<file path="src/rtl/ddr2_req_queue.sv">
// Host request queue in front of a DDR2 controller: DEPTH-entry FIFO feeding a one-outstanding issue FSM.
// Optional read/write completion counters are enabled with `define DDR2_REQ_QUEUE_STATS_EN.
module ddr2_req_queue #(
    parameter int DEPTH  = 4,
    parameter int ADDR_W = 26,
    parameter int DATA_W = 64
) (
    input  logic                       clk,
    input  logic                       rst,
    input  logic                       h_valid,
    output logic                       h_ready,
    input  logic                       h_we,
    input  logic [ADDR_W-1:0]          h_addr,
    input  logic [DATA_W-1:0]          h_wdata,
    output logic                       h_rvalid,
    output logic [DATA_W-1:0]          h_rdata,
    output logic [ADDR_W-1:0]          c_addr,
    output logic [DATA_W-1:0]          c_data_in,
    output logic                       c_rd_req,
    output logic                       c_wr_req,
    input  logic                       c_rdy,
    input  logic [DATA_W-1:0]          c_data_out,
    output logic [$clog2(DEPTH):0]     q_level
`ifdef DDR2_REQ_QUEUE_STATS_EN
    ,
    output logic [15:0]                rd_count,
    output logic [15:0]                wr_count
`endif
);

    localparam int PTR_W = $clog2(DEPTH);
    localparam int LVL_W = PTR_W + 1;
    localparam int ENT_W = 1 + ADDR_W + DATA_W;

    typedef enum logic [1:0] {S_IDLE, S_BUSY, S_GAP} state_t;

    state_t                state, state_nxt;
    logic [ENT_W-1:0]      mem [DEPTH];
    logic [PTR_W-1:0]      wr_ptr, rd_ptr;
    logic [LVL_W-1:0]      level_nxt;
    logic                  push, pop;
    logic                  issue_we_p1;
    logic                  rd_done, wr_done;

    function automatic logic [15:0] sat_inc(input logic [15:0] v);
        return (v == 16'hFFFF) ? v : v + 16'd1;
    endfunction

    assign push    = h_valid & h_ready;
    assign pop     = (state == S_IDLE) && (q_level != '0);
    assign rd_done = (state == S_BUSY) && c_rdy && !issue_we_p1;
    assign wr_done = (state == S_BUSY) && c_rdy && issue_we_p1;

    always_comb begin
        level_nxt = q_level;
        if (push && !pop)
            level_nxt = q_level + LVL_W'(1);
        else if (pop && !push)
            level_nxt = q_level - LVL_W'(1);
    end

    // ---- stage p0: FIFO storage and occupancy ----
    always_ff @(posedge clk) begin
        if (push)
            mem[wr_ptr] <= {h_we, h_addr, h_wdata};
    end

    // h_ready comes from the next occupancy so a full queue stalls without a pop-to-ready path
    always_ff @(posedge clk or posedge rst) begin
        if (rst) begin
            wr_ptr  <= '0;
            rd_ptr  <= '0;
            q_level <= '0;
            h_ready <= 1'b0;
        end else begin
            if (push)
                wr_ptr <= wr_ptr + PTR_W'(1);
            if (pop)
                rd_ptr <= rd_ptr + PTR_W'(1);
            q_level <= level_nxt;
            h_ready <= (level_nxt != LVL_W'(DEPTH));
        end
    end

    // ---- stage p1: issue registers held stable while the controller works ----
    always_ff @(posedge clk or posedge rst) begin
        if (rst) begin
            issue_we_p1 <= 1'b0;
            c_addr      <= '0;
            c_data_in   <= '0;
        end else if (pop) begin
            {issue_we_p1, c_addr, c_data_in} <= mem[rd_ptr];
        end
    end

    always_ff @(posedge clk or posedge rst) begin
        if (rst)
            state <= S_IDLE;
        else
            state <= state_nxt;
    end

    always_comb begin
        state_nxt = state;
        case (state)
            S_IDLE:  if (q_level != '0) state_nxt = S_BUSY;
            S_BUSY:  if (c_rdy)         state_nxt = S_GAP;
            S_GAP:                      state_nxt = S_IDLE;
            default:                    state_nxt = S_IDLE;
        endcase
    end

    always_comb begin
        c_rd_req = 1'b0;
        c_wr_req = 1'b0;
        if (state == S_BUSY) begin
            c_rd_req = !issue_we_p1;
            c_wr_req = issue_we_p1;
        end
    end

    // ---- stage p2: read return to the host ----
    always_ff @(posedge clk or posedge rst) begin
        if (rst) begin
            h_rvalid <= 1'b0;
            h_rdata  <= '0;
        end else begin
            h_rvalid <= rd_done;
            if (rd_done)
                h_rdata <= c_data_out;
        end
    end

`ifdef DDR2_REQ_QUEUE_STATS_EN
    always_ff @(posedge clk or posedge rst) begin
        if (rst) begin
            rd_count <= '0;
            wr_count <= '0;
        end else begin
            if (rd_done)
                rd_count <= sat_inc(rd_count);
            if (wr_done)
                wr_count <= sat_inc(wr_count);
        end
    end
`endif

endmodule
</file>
<file path="config.mk">
export PLATFORM = sky130hd
export DESIGN_NAME = ddr2_req_queue
export DESIGN_NICKNAME = d
export VERILOG_FILES = /design/src/rtl/ddr2_req_queue.sv
export SDC_FILE = /design/constraint.sdc
export NUM_CORES = 1
export LEC_CHECK = 0
export CORE_ASPECT_RATIO = 1.1
export CORE_MARGIN = 2
export CORE_UTILIZATION = 25
export DETAILED_ROUTE_END_ITERATION = 10
export PLACE_DENSITY = 0.52
export SLEW_MARGIN = 20
export SYNTH_ARGS = -nofsm -noshare
export SYNTH_HDL_FRONTEND = slang
export SYNTH_SLANG_ARGS = --single-unit
</file>
<file path="constraint.sdc">
create_clock -name clk -period 5.1 [get_ports clk]
set_input_delay 0.765 -clock clk [delete_from_list [all_inputs] [get_ports clk]]
set_output_delay 0.765 -clock clk [all_outputs]
set_load 0.05 [all_outputs]
</file>
==> flow_summary.yaml, run 1 <==
drt:
  drt_pass1_iterations: 4
  finalWirelength_um: 46400
  drcViolationCount: 0
  ant_nets: 0
  initialDrtViolationCount: 563
  viasPerCell: 4.11
  vias: 10200
  wl_per_cell_um: 18.7
clock_tree:
  cts_root_buf: "clkbuf_16"
  tritoncts: "yes"
  htreeDepth: 2
  post_cts_resized: 0
  cts_hold_buffers: 0
  cts.path.max_buffers: 3
  clk-insertion-delay-late_ps: 610
  cts-buffers-inserted: 58
  clk_pin_slew_worst_paths_ps: 60
  clock-sinks: 530
  post_cts_buffers: 0
status:
  status: "finished clean"
sta:
  hold_viol: 0
  layout_min_cycle_time_ps: 3050
  period_share: 0.598
  skew_ps: 26.2
  drv_slew: 0
  worst_pin_slew_ps: 976
  rsz0062_at_grt: "false"
  setup_violations: 0
  fmax_ghz: 0.328
  setup_slack_ps: 2050
  relSlewSlack: 0.349
  fin_setup_tns_ps: 0
layout:
  nNetsFinal: 1571
  final_common_cell: "edfxtp_1"
  area_delta_synth_final_pct: 32.3
  layout_common_cells: "364 x edfxtp_1, 319 x clkdlybuf4s50_1, 275 x nand2_1"
  drive_gt1_frac: 0.184
  antenna_cells: 0
global_routing:
  antenna_found_initial: 3
  track_usage: 0.115
  grt_start_max_net_pins: 92
  grt_pass1_wl_um: 70100
  overflow: 0
  grt_pass1_vias: 11200
pwr:
  leakagePower_nw: 9.38
  p_seq_frac: 0.363
  power_mw: 17.7
  switchingPower_mw: 6.76
  cellPowerDensity_mw_per_mm2: 685
  switching_share: 0.381
  combPwrFrac: 0.400
  vdd_drop_max_mv: 0.362
  p_int_mw: 11.0
  pwr-share-clk: 0.237
die:
  dieArea_mm2: 0.0805
  rows: 107
  num_io_pins: 320
  die_y_um: 297
  core_mm2: 0.0775
  die_w_um: 271
  start_util: 0.252
hold_path:
  hold_class: "in2async"
placed_design:
  place_ws_ps: 2040
  routabilityCongestion: 0.756
  numPortBuffers: 319
  dpl.hpwl_um: 28100
logic_synthesis:
  yosys.cell_types.count: 29
  synth_top_area_frac: 0.559
  ys_ff_latch: 530
  avgSynthCellArea_um2: 18.5
  syn_inst: 1059
  synth_area_leader_cell: "edfxtp_1"
  ys_seq_area_frac: 0.771
  synth_nets: 1225
  yosys_warnings: 0
  netlist_top_cells_area: "edfxtp_1 56%, dfrtp_1 21%, mux4_2 10%"
  syn_area_mm2: 0.0196
critical_path:
  worst-path-buf-inv: 1
  worst-path-max-fanout: 5
  critPathArrivalTime_ps: 2280
  worst-setup-path-type: "reg2out"
  required_ps: 4340
  crit_path_max_incr_delay_ps: 820
  critical-path-slowest-cell: "clkdlybuf4s50_1"
  cpLargestDelayFamily: "buffers and inverters"
  cp-end-kind: "output port"
  cp_cell_sequence: "nand2b_1, nor2_1, clkdlybuf4s50_1"
  start_kind: "register"
flow_run:
  maxCapViolCount: 0
==> final cells by class <==
type | count | area (um2)
well taps | 1035 | 1290
clock buffers | 82 | 1600
multi-input cells | 474 | 4160
clock inverters | 27 | 327
flip-flops and latches | 530 | 15100
repair buffers | 334 | 3370
fillers | 7388 | 51600
inverters | 7 | 30.0
==> sequential cells by signal, summed over array words and instances (netlist names), 2 cells and up <==
signal     count
h_rdata       64
q_level        3
rd_ptr         2
wr_ptr         2
c_data_in     64
c_addr        26
mem          364
state          2
==> cell families (layout without fill, tap and decap cells) <==
group | after synthesis | count (layout) | share of synthesized area
AOI/OAI and AO/OA | 11 | 11 | 0.00345
xor gates and xnor gates | 5 | 5 | 0.00224
adders and majority gates | 7 | 7 | 0.00448
buffers and inverters | 55 | 450 | 0.0177
DFF | 530 | 530 | 0.771
muxes | 155 | 155 | 0.142
and+or+nand+nor | 296 | 296 | 0.0592
==> power groups by stage <==
stage | Sequential, mW | Combinational (mW) | Clock [mW]
final | 6.43 | 7.09 | 4.20
after global routing | 6.57 | 7.61 | 4.52
after CTS | 6.46 | 7.30 | 4.35
after global placement | 6.49 | 7.23 | 0
after detailed placement | 6.53 | 7.28 | 0
after floorplan | 8.60 | 2.75 | 0
==> per-stage QoR <==
step,hold WS (ps),utilization,cells,cell area [um2]
floorplan,560,-,1059,19600
global placement,458,0.309,2380,23900
detailed placement,461,0.309,2380,23900
CTS,401,0.334,2489,25900
global route,407,0.334,2489,25900
finish,451,0.334,2489,25900
==> cells in the mapped netlist (all sizes together) <==
library cell / number
edfxtp: 364
nand2: 276
dfrtp: 166
mux4: 91
mux2: 64
buf: 45
ha: 7
inv: 7
nor2: 5
xnor2: 5
and3: 4
o21ai: 4
a21oi: 3
and2: 3
clkbuf: 3
nand2b: 2
nand3: 2
o211ai: 2
a2bb2o: 1
and4: 1
nor3: 1
nor4b: 1
o31ai: 1
or3: 1
==> worst register-to-register path: cells and delay by family, from the launching register on <==
kind	cells	cell delay (ps)
fa+ha+maj	1	220
buf+inv	2	650
simple gates	4	1200
flops	1	440
==> worst paths after layout <==
path                                                 from  slack (ps)                        end  cells past startpoint
worst max-delay path                 state[1]$_DFFE_PP0P_        2050                   c_rd_req                      3
worst min-delay path                                  rst         450    h_rdata[11]$_DFFE_PP0P_                      2
worst max register to register       q_level[0]$_DFF_PP0_        2510  c_data_in[50]$_DFFE_PP0P_                      7
worst min register to register  c_data_in[29]$_DFFE_PP0P_         470  c_data_in[29]$_DFFE_PP0P_                      2
max in group asynchronous                             rst        3430  c_data_in[47]$_DFFE_PP0P_                      3
min in group clk                c_data_in[29]$_DFFE_PP0P_         470  c_data_in[29]$_DFFE_PP0P_                      2
==> routing by layer <==
metal | share of wire | global-route usage | wire length (um)
met5 | 0.00088 | 0 | 41
met2 | 0.50 | 0.201 | 23300
met1 | 0.42 | 0.141 | 19400
met3 | 0.062 | 0.0294 | 2880
met4 | 0.018 | 0.0282 | 853
Power figures use the tool's default switching activity.
==> run 2: changes to the inputs <==
clock period = 2.6 ns   (was 5.1 ns; I/O delays follow)
==> flow_summary.yaml, run 2 (synthesis results as in run 1) <==
status:
  status: "finished clean"
placed_design:
  routabilityCongestion: 0.777
  numPortBuffers: 319
  dpl.hpwl_um: 29600
  place_area_mm2: 0.0243
drt:
  finalWirelength_um: 47300
  drt_pass1_iterations: 4
  ant_nets: 0
  initialDrtViolationCount: 537
  vias: 10500
  viasPerCell: 4.17
  drcViolationCount: 0
  wl_per_cell_um: 18.9
critical_path:
  cp-end-kind: "output port"
  start_kind: "register"
  regToRegSetupSlack_ps: 550
  worst-path-buf-inv: 1
  cp-startpoint: "h_ready$_DFF_PP0_"
  reg2reg_from: "q_level[0]$_DFF_PP0_"
  cpLargestDelayFamily: "buffers and inverters"
  crit_path_max_incr_delay_ps: 940
  crit_end: "h_ready"
  rr_worst_depth: 7
  worst-path-max-fanout: 8
  cp_cell_sequence: "clkdlybuf4s50_1"
  critical-path-slowest-cell: "clkdlybuf4s50_1"
  worst-setup-path-type: "reg2out"
  worst_r2r_endpoint: "q_level[1]$_DFF_PP0_"
  critPathArrivalTime_ps: 2040
  required_ps: 2210
  cp.depth: 1
die:
  core_mm2: 0.0775
  dieArea_mm2: 0.0805
  start_util: 0.252
  num_io_pins: 320
  rows: 107
  die_y_um: 297
  die_w_um: 271
sta:
  fin_setup_tns_ps: 0
  rsz0062_at_grt: "false"
  skew_ps: 24.9
  layout_min_cycle_time_ps: 2430
  relSlewSlack: 0.574
  period_share: 0.935
  worst_pin_slew_ps: 637
  setup_violations: 0
  drv_slew: 0
  hold_viol: 0
  fmax_ghz: 0.411
pwr:
  cellPowerDensity_mw_per_mm2: 1350
  combPwrFrac: 0.407
  switchingPower_mw: 13.5
  leakagePower_nw: 9.60
  p_int_mw: 22.1
  switching_share: 0.380
  p_seq_frac: 0.353
  pwr-share-clk: 0.240
  vdd_drop_max_mv: 0.778
layout:
  final_common_cell: "edfxtp_1"
  regMostFlops: "mem"
  largest_reg_flops: 364
  top_regs: "mem x364, c_data_in x64, h_rdata x64"
  nNetsFinal: 1587
  area_delta_synth_final_pct: 34.7
  design_area_mm2: 0.0263
  drive_gt1_frac: 0.199
  layout_common_cells: "364 x edfxtp_1, 317 x clkdlybuf4s50_1, 275 x nand2_1"
global_routing:
  track_usage: 0.118
  grt_start_max_net_pins: 66
  grt_pass1_vias: 11200
  grt_pass1_wl_um: 71700
  antenna_found_initial: 9
  overflow: 0
clock_tree:
  htreeDepth: 2
  cts.path.max_buffers: 3
  clk_pin_slew_worst_paths_ps: 60
  cts-buffers-inserted: 57
  cts_root_buf: "clkbuf_16"
  clock-sinks: 530
  tritoncts: "yes"
  clk-insertion-delay-late_ps: 600
flow_run:
  maxCapViolCount: 0
hold_path:
  hold_class: "in2async"
run 2: worst min-delay path by stage:
stage / start / to / slack (ps) / cells after the start
final: rst / h_rdata[26]$_DFFE_PP0P_ / 190 / 2
after global placement: c_addr[11]$_DFFE_PP0P_ / c_addr[11]$_DFFE_PP0P_ / 460 / 2
after detailed placement: c_addr[4]$_DFFE_PP0P_ / c_addr[4]$_DFFE_PP0P_ / 460 / 2
after CTS: rst / h_rdata[28]$_DFFE_PP0P_ / 160 / 2
after global routing: rst / h_rdata[14]$_DFFE_PP0P_ / 170 / 2
after floorplan: h_wdata[0] / mem[0][0]$_DFFE_PP_ / 490 / 0
run 2: power by group through the flow:
stage               Clock [mW]  Sequential [mW]  Combinational, mW
global placement             0             12.7               14.8
global route              9.20             12.8               15.5
floorplan                    0             16.8               5.39
finish                    8.55             12.6               14.5
detailed placement           0             12.8               14.9
CTS                       8.88             12.6               14.9
run 2: cell type report:
| cell class | instances | area, um2 |
|---|---|---|
| Antenna cell | 3 | 7.51 |
| Clock buffer | 70 | 1580 |
| Clock inverter | 37 | 432 |
| Fill cell | 7338 | 51200 |
| Inverter | 7 | 30.0 |
| Multi-Input combinational cell | 474 | 4160 |
| Sequential cell | 530 | 15100 |
| Tap cell | 1035 | 1290 |
| Timing Repair Buffer | 351 | 3740 |
run 2: stage by stage:
stage | power (mW) | cells | util | hold slack [ps] | setup WS [ps]
after detailed placement | 27.6 | 2397 | 0.314 | 461 | 332
after floorplan | 22.2 | 1059 | - | 489 | 97.2
after global routing | 37.5 | 2505 | 0.340 | 173 | 79.3
after CTS | 36.4 | 2504 | 0.340 | 163 | 95.4
final | 35.6 | 2507 | 0.340 | 188 | 168
after global placement | 27.5 | 2397 | 0.314 | 458 | 327
run 2: what timing repair did:
item,4_1_cts,5_1_grt
endpoints found under the setup margin,2,0
buffers inserted,0,0
resized for setup,2,0
hold buffers,0,0
run 2: metal layers:
layer | global-route usage | vias up | share of wire
li1 | - | 4676 | -
met1 | 0.153 | 5375 | 0.43
met2 | 0.192 | 318 | 0.47
met3 | 0.0350 | 80 | 0.069
met4 | 0.0316 | 14 | 0.022
met5 | 0 | - | 0.0017
